===== config.mk =====
export PLATFORM = sky130hd
export DESIGN_NAME = panel_string_writer
export DESIGN_NICKNAME = d
export VERILOG_FILES = /design/src/rtl/panel_string_writer.sv
export SDC_FILE = /design/constraint.sdc
export NUM_CORES = 1
export LEC_CHECK = 0
export ABC_AREA = 1
export CAP_MARGIN = 20
export CORE_MARGIN = 10
export CORE_UTILIZATION = 35
export CTS_BUF_LIST = sky130_fd_sc_hd__clkbuf_16
export CTS_CLUSTER_SIZE = 12
export DETAILED_ROUTE_END_ITERATION = 8
export GPL_ROUTABILITY_DRIVEN = 0
export SYNTH_ARGS = -nofsm -noshare
export SYNTH_HDL_FRONTEND = slang
export SYNTH_SLANG_ARGS = --single-unit

===== constraint.sdc =====
create_clock -name vga_clk -period 6.5 [get_ports vga_clk]
set_clock_uncertainty 0.2 [all_clocks]
set_input_delay 0.975 -clock vga_clk [delete_from_list [all_inputs] [get_ports vga_clk]]
set_output_delay 0.975 -clock vga_clk [all_outputs]
set_load 0.02 [all_outputs]

===== src/rtl/panel_string_writer.sv =====
// Text-panel string writer: edits a working line buffer from a valid/ready command
// stream and publishes it to the panel only at frame boundaries. Scroll-on-full via PANEL_WRITER_SCROLL_EN.
//
// state    | meaning
// st_idle  | accepting commands, commits dirty buffer on frame_start
// st_clear | writing fill_char into one slot per cycle, commands stalled
module panel_string_writer #(
   parameter int         char_count = 13,
   parameter logic [7:0] fill_char  = 8'h20,
   parameter int         cur_w      = 4
) (
   input  logic                    vga_clk,
   input  logic                    rst,
   input  logic                    wr_valid,
   output logic                    wr_ready,
   input  logic [1:0]              wr_cmd,
   input  logic [7:0]              wr_char,
   input  logic                    frame_start,
   output logic [8*char_count-1:0] panel_string,
   output logic [cur_w-1:0]        cursor,
   output logic                    full,
   output logic                    overflow
);
   typedef enum logic {st_idle, st_clear} state_t;

   localparam logic [1:0]       cmd_put   = 2'b00;
   localparam logic [1:0]       cmd_bksp  = 2'b01;
   localparam logic [1:0]       cmd_clear = 2'b10;
   localparam logic [1:0]       cmd_home  = 2'b11;
   localparam logic [cur_w-1:0] cnt_max   = cur_w'(char_count);
   localparam logic [cur_w-1:0] idx_last  = cur_w'(char_count - 1);

   state_t                  state, state_nxt;
   logic [7:0]              slots [char_count];
   logic [8*char_count-1:0] packed_buf;
   logic [cur_w-1:0]        idx;
   logic                    dirty, pending, xfer;

   assign wr_ready = (state == st_idle);
   assign xfer     = wr_valid && (state == st_idle);

   always_ff @(posedge vga_clk) begin
      if (rst) state <= st_idle;
      else     state <= state_nxt;
   end

   always_comb begin
      state_nxt = state;
      case (state)
         st_idle:  if (xfer && wr_cmd == cmd_clear) state_nxt = st_clear;
         st_clear: if (idx == idx_last) state_nxt = st_idle;
         default:  state_nxt = st_idle;
      endcase
   end

   always_comb begin
      packed_buf = '0;
      for (int k = 0; k < char_count; k++)
         packed_buf[8*(char_count-k)-1 -: 8] = slots[k];
   end

   always_ff @(posedge vga_clk) begin
      if (rst) begin
         for (int k = 0; k < char_count; k++) slots[k] <= fill_char;
         panel_string <= {char_count{fill_char}};
         cursor       <= '0;
         full         <= 1'b0;
         overflow     <= 1'b0;
         dirty        <= 1'b0;
         pending      <= 1'b0;
         idx          <= '0;
      end else begin
         overflow <= 1'b0;
         if (state == st_idle) begin
            // A frame seen during CLEAR is honoured on the first idle cycle.
            if ((frame_start || pending) && dirty) begin
               panel_string <= packed_buf;
               dirty        <= 1'b0;
            end
            pending <= 1'b0;
            if (xfer) begin
               case (wr_cmd)
                  cmd_put: begin
                     if (cursor != cnt_max) begin
                        slots[cursor] <= wr_char;
                        cursor        <= cursor + 1'b1;
                        full          <= ((cursor + 1'b1) == cnt_max);
                        dirty         <= 1'b1;
                     end else begin
`ifdef PANEL_WRITER_SCROLL_EN
                        for (int k = 0; k < char_count - 1; k++) slots[k] <= slots[k+1];
                        slots[char_count-1] <= wr_char;
                        dirty               <= 1'b1;
`else
                        overflow <= 1'b1;
`endif
                     end
                  end
                  cmd_bksp: begin
                     if (cursor != '0) begin
                        slots[cursor - 1'b1] <= fill_char;
                        cursor               <= cursor - 1'b1;
                        full                 <= 1'b0;
                        dirty                <= 1'b1;
                     end
                  end
                  cmd_clear: idx <= '0;
                  cmd_home: begin
                     cursor <= '0;
                     full   <= 1'b0;
                  end
                  default: ;
               endcase
            end
         end else begin
            pending    <= pending | frame_start;
            slots[idx] <= fill_char;
            idx        <= idx + 1'b1;
            if (idx == idx_last) begin
               cursor <= '0;
               full   <= 1'b0;
               dirty  <= 1'b1;
            end
         end
      end
   end
endmodule


==> metrics.md <==
| Metric | Value |
|---|---|
| WP data required | 6430 ps |
| # H-tree levels | 1 |
| Initial antenna violation count | 0 |
| Diode count | 0 |
| GRT Resource Usage Total | 0.134 |
| Min-Delay Path Depth | 2 |
| Synthesized area | 0.00902 mm2 |
| Die Wd | 181 um |
| Sequential cell area | 0.00547 mm2 |
| Fin. Hold Viols | 0 |
| Ports | 125 |
| Fmax | 0.252 GHz |
| Post-CTS Hold Buffers | 0 |
| Fin. max-slew vios | 0 |
| Fillcell total | 2,405 |
| Register area share after synthesis | 0.606 |
| Critical path class | input pin to flop |
| Yosys cell types | 40 |
| Total die area | 0.0326 mm2 |
| CORE AREA | 0.0253 mm2 |
| Die height | 181 um |
| Outcome | complete, no violations |
| Period utilization | 0.611 |
| Worst hold path type | flop to flop |
| Number of global-route vias before repair | 6,206 |
| Initial Util | 0.357 |
| Max-slew headroom | 0.272 |
| RSZ-0062 raised after global routing | no |
| Max VDD drop | 0.180 mV |
| Routed wire length | 22,700 um |
| First-pass iteration count of the detailed router | 5 |
| Remaining Overflow, GRT | 0 |
| Hold Crit Endpoint | panel_string[53]$_SDFFE_PP1P_ |
| CTS tree | built |
| CTS Sinks | 221 |
| Post-CTS sizing | 0 |
| Initial DRC count | 585 |
| Least-Margin Pin Slew | 1090 ps |
| DRC viols | 0 |
| Post-CTS Setup Repair Bufs | 0 |
| Fin area | 0.0111 mm2 |
| Final HPWL DP | 15,200 um |
| Element type at the critical path end | flop |
| Reg2reg start | cursor[0]$_SDFFE_PP0P_ |
| Clk root buf | clkbuf_16 |
| Setup-failing EPs final | 0 |
| Reg2reg path depth | 9 |
| Mapped Cells | 895 |
| Pleak | 4.30 nW |
| IO buf count | 124 |
| HP Start | panel_string[53]$_SDFFE_PP1P_ |
| Syn nets | 919 |
| Max Root-Sink Buffers | 3 |
| Largest net degree at the start of global routing | 120 |
| Seq cells post-synth | 221 |
| Clk_lat worst skew | 510 ps |
| Placed instance area | 0.0104 mm2 |
| Setup TNS | 0 ps |
| Leading cell type in the layout, fill and taps excluded | nor2_1 |
| CP startpoint kind | input pin |
| Vias per cell | 4.82 |
| Share of layout cells above drive strength 1 | 0.118 |
| Most frequent cells in the layout | 227 x nor2_1, 124 x clkdlybuf4s50_1, 117 x dfxtp_1 |
| Layout area overhead | 23.6% |
| First-pass GRT wire length | 35,900 um |
| Avg WL per Cell | 16.9 um |
| CTS clk-pin slew, worst paths | 60 ps |
| Total power divided by cell area | 287 mW/mm2 |
| Slack of the worst reg-to-reg path | 3030 ps |
| Worst reg2reg endpoint | slots[4][7]$_SDFFCE_PN0P_ |
| Crit-path max FO | 36 |
| Max-cap violation count | 0 |
| Multi-input gate area | 0.00315 mm2 |
| Final ANT Viol Nets | 0 |
| Tmin final | 3970 ps |
| Fin nets | 1,017 |
| Critical path arrival | 3900 ps |
| Std-Cell Rows | 58 |
| Routed via count | 6,457 |
| Syn. warnings | 0 |
| TritonCTS buffer count | 25 |
| Syn avg cell area | 10.1 um2 |
[cell usage after synthesis, drive strengths merged]
library cell | instances | area [um2]
nand2 | 105 | 503
o211ai | 1 | 7.51
clkbuf | 32 | 120
dfxtp | 117 | 2340
nand3 | 42 | 295
inv | 18 | 70.1
nor3 | 66 | 517
nand4 | 2 | 12.5
nor2 | 240 | 1010
edfxtp | 104 | 3120
nor3b | 1 | 7.51
o31ai | 1 | 7.51
o21ai | 106 | 531
nand3b | 1 | 7.51
xnor2 | 1 | 8.76
or2 | 2 | 12.5
a21oi | 12 | 60.1
a32o | 1 | 10.0
buf | 28 | 218
a211oi | 2 | 15.0
ha | 10 | 125
o22ai | 1 | 6.26
xor2 | 1 | 8.76
clkinv | 1 | 5.00
[layer usage]
layer	vias up	GRT usage	routed length [um]
li1	3212	-	-
met1	3018	0.178	10300
met2	192	0.212	10300
met5	-	0	0
met3	35	0.0303	1500
met4	0	0.0407	555
[final cells by class]
cell class,count,share of cell area
Clock buffer,25,0.0561
Tap cell,330,0.0370
Timing Repair Buffer,131,0.118
Inverter,19,0.00685
Multi-Input combinational cell,595,0.282
Clock inverter,19,0.00999
Sequential cell,221,0.490
[kinds of logic (layout without fill, tap and decap cells)]
logic type / count (synthesis) / after routing / share of synthesized area
simple gates: 459 / 459 / 0.262
flops: 221 / 221 / 0.606
compound gates: 124 / 124 / 0.0706
buf+inv: 79 / 194 / 0.0458
fa+ha+maj: 10 / 10 / 0.0139
xor+xnor: 2 / 2 / 0.00194
[registers in the layout (all words and copies together), names as in the netlist]
| register | cells |
|---|---|
| state | 1 |
| pending | 1 |
| panel_string | 104 |
| overflow | 1 |
| slots | 104 |
| idx | 4 |
| dirty | 1 |
| full | 1 |
| cursor | 4 |
[metrics by stage]
stage | util | power [mW] | cells | hold slack [ps] | worst slack [ps]
finish | 0.441 | 3.20 | 1340 | 266 | 2530
global route | 0.441 | 3.33 | 1340 | 291 | 2270
CTS | 0.440 | 3.23 | 1337 | 270 | 2510
detailed placement | 0.411 | 1.96 | 1293 | 255 | 1970
global placement | 0.411 | 1.95 | 1293 | 246 | 2070
floorplan | - | 1.82 | 895 | 235 | 3320
[report_power, final]
part           switching [mW]  leakage (nW)  internal, mW
logic                   0.245          1.92         0.124
clock network           0.537         0.395         0.734
registers              0.0385          1.98          1.52
total                   0.821          4.30          2.38
[critical path, cell delays in order]
cell and delay (ps):
clkdlybuf4s50_1 810, nor2_8 400, inv_2 150, or2_1 230, nand2_1 110, nand2_4 290, o21ai_0 920
[how the worst max path moves through the flow]
| stage | slack (ps) | cells past startpoint | startpoint | endpoint |
|---|---|---|---|---|
| after floorplan | 3320 | 9 | wr_cmd[1] | slots[12][0]$_SDFFCE_PN0P_ |
| after global placement | 2070 | 7 | rst | slots[11][4]$_SDFFCE_PN0P_ |
| after detailed placement | 1970 | 7 | rst | slots[10][3]$_SDFFCE_PN0P_ |
| after CTS | 2510 | 7 | rst | slots[8][7]$_SDFFCE_PN0P_ |
| after global routing | 2270 | 7 | rst | slots[9][0]$_SDFFCE_PN0P_ |
| final | 2530 | 7 | rst | slots[11][5]$_SDFFCE_PN1P_ |
No activity file was read; power rests on OpenSTA's default activity.
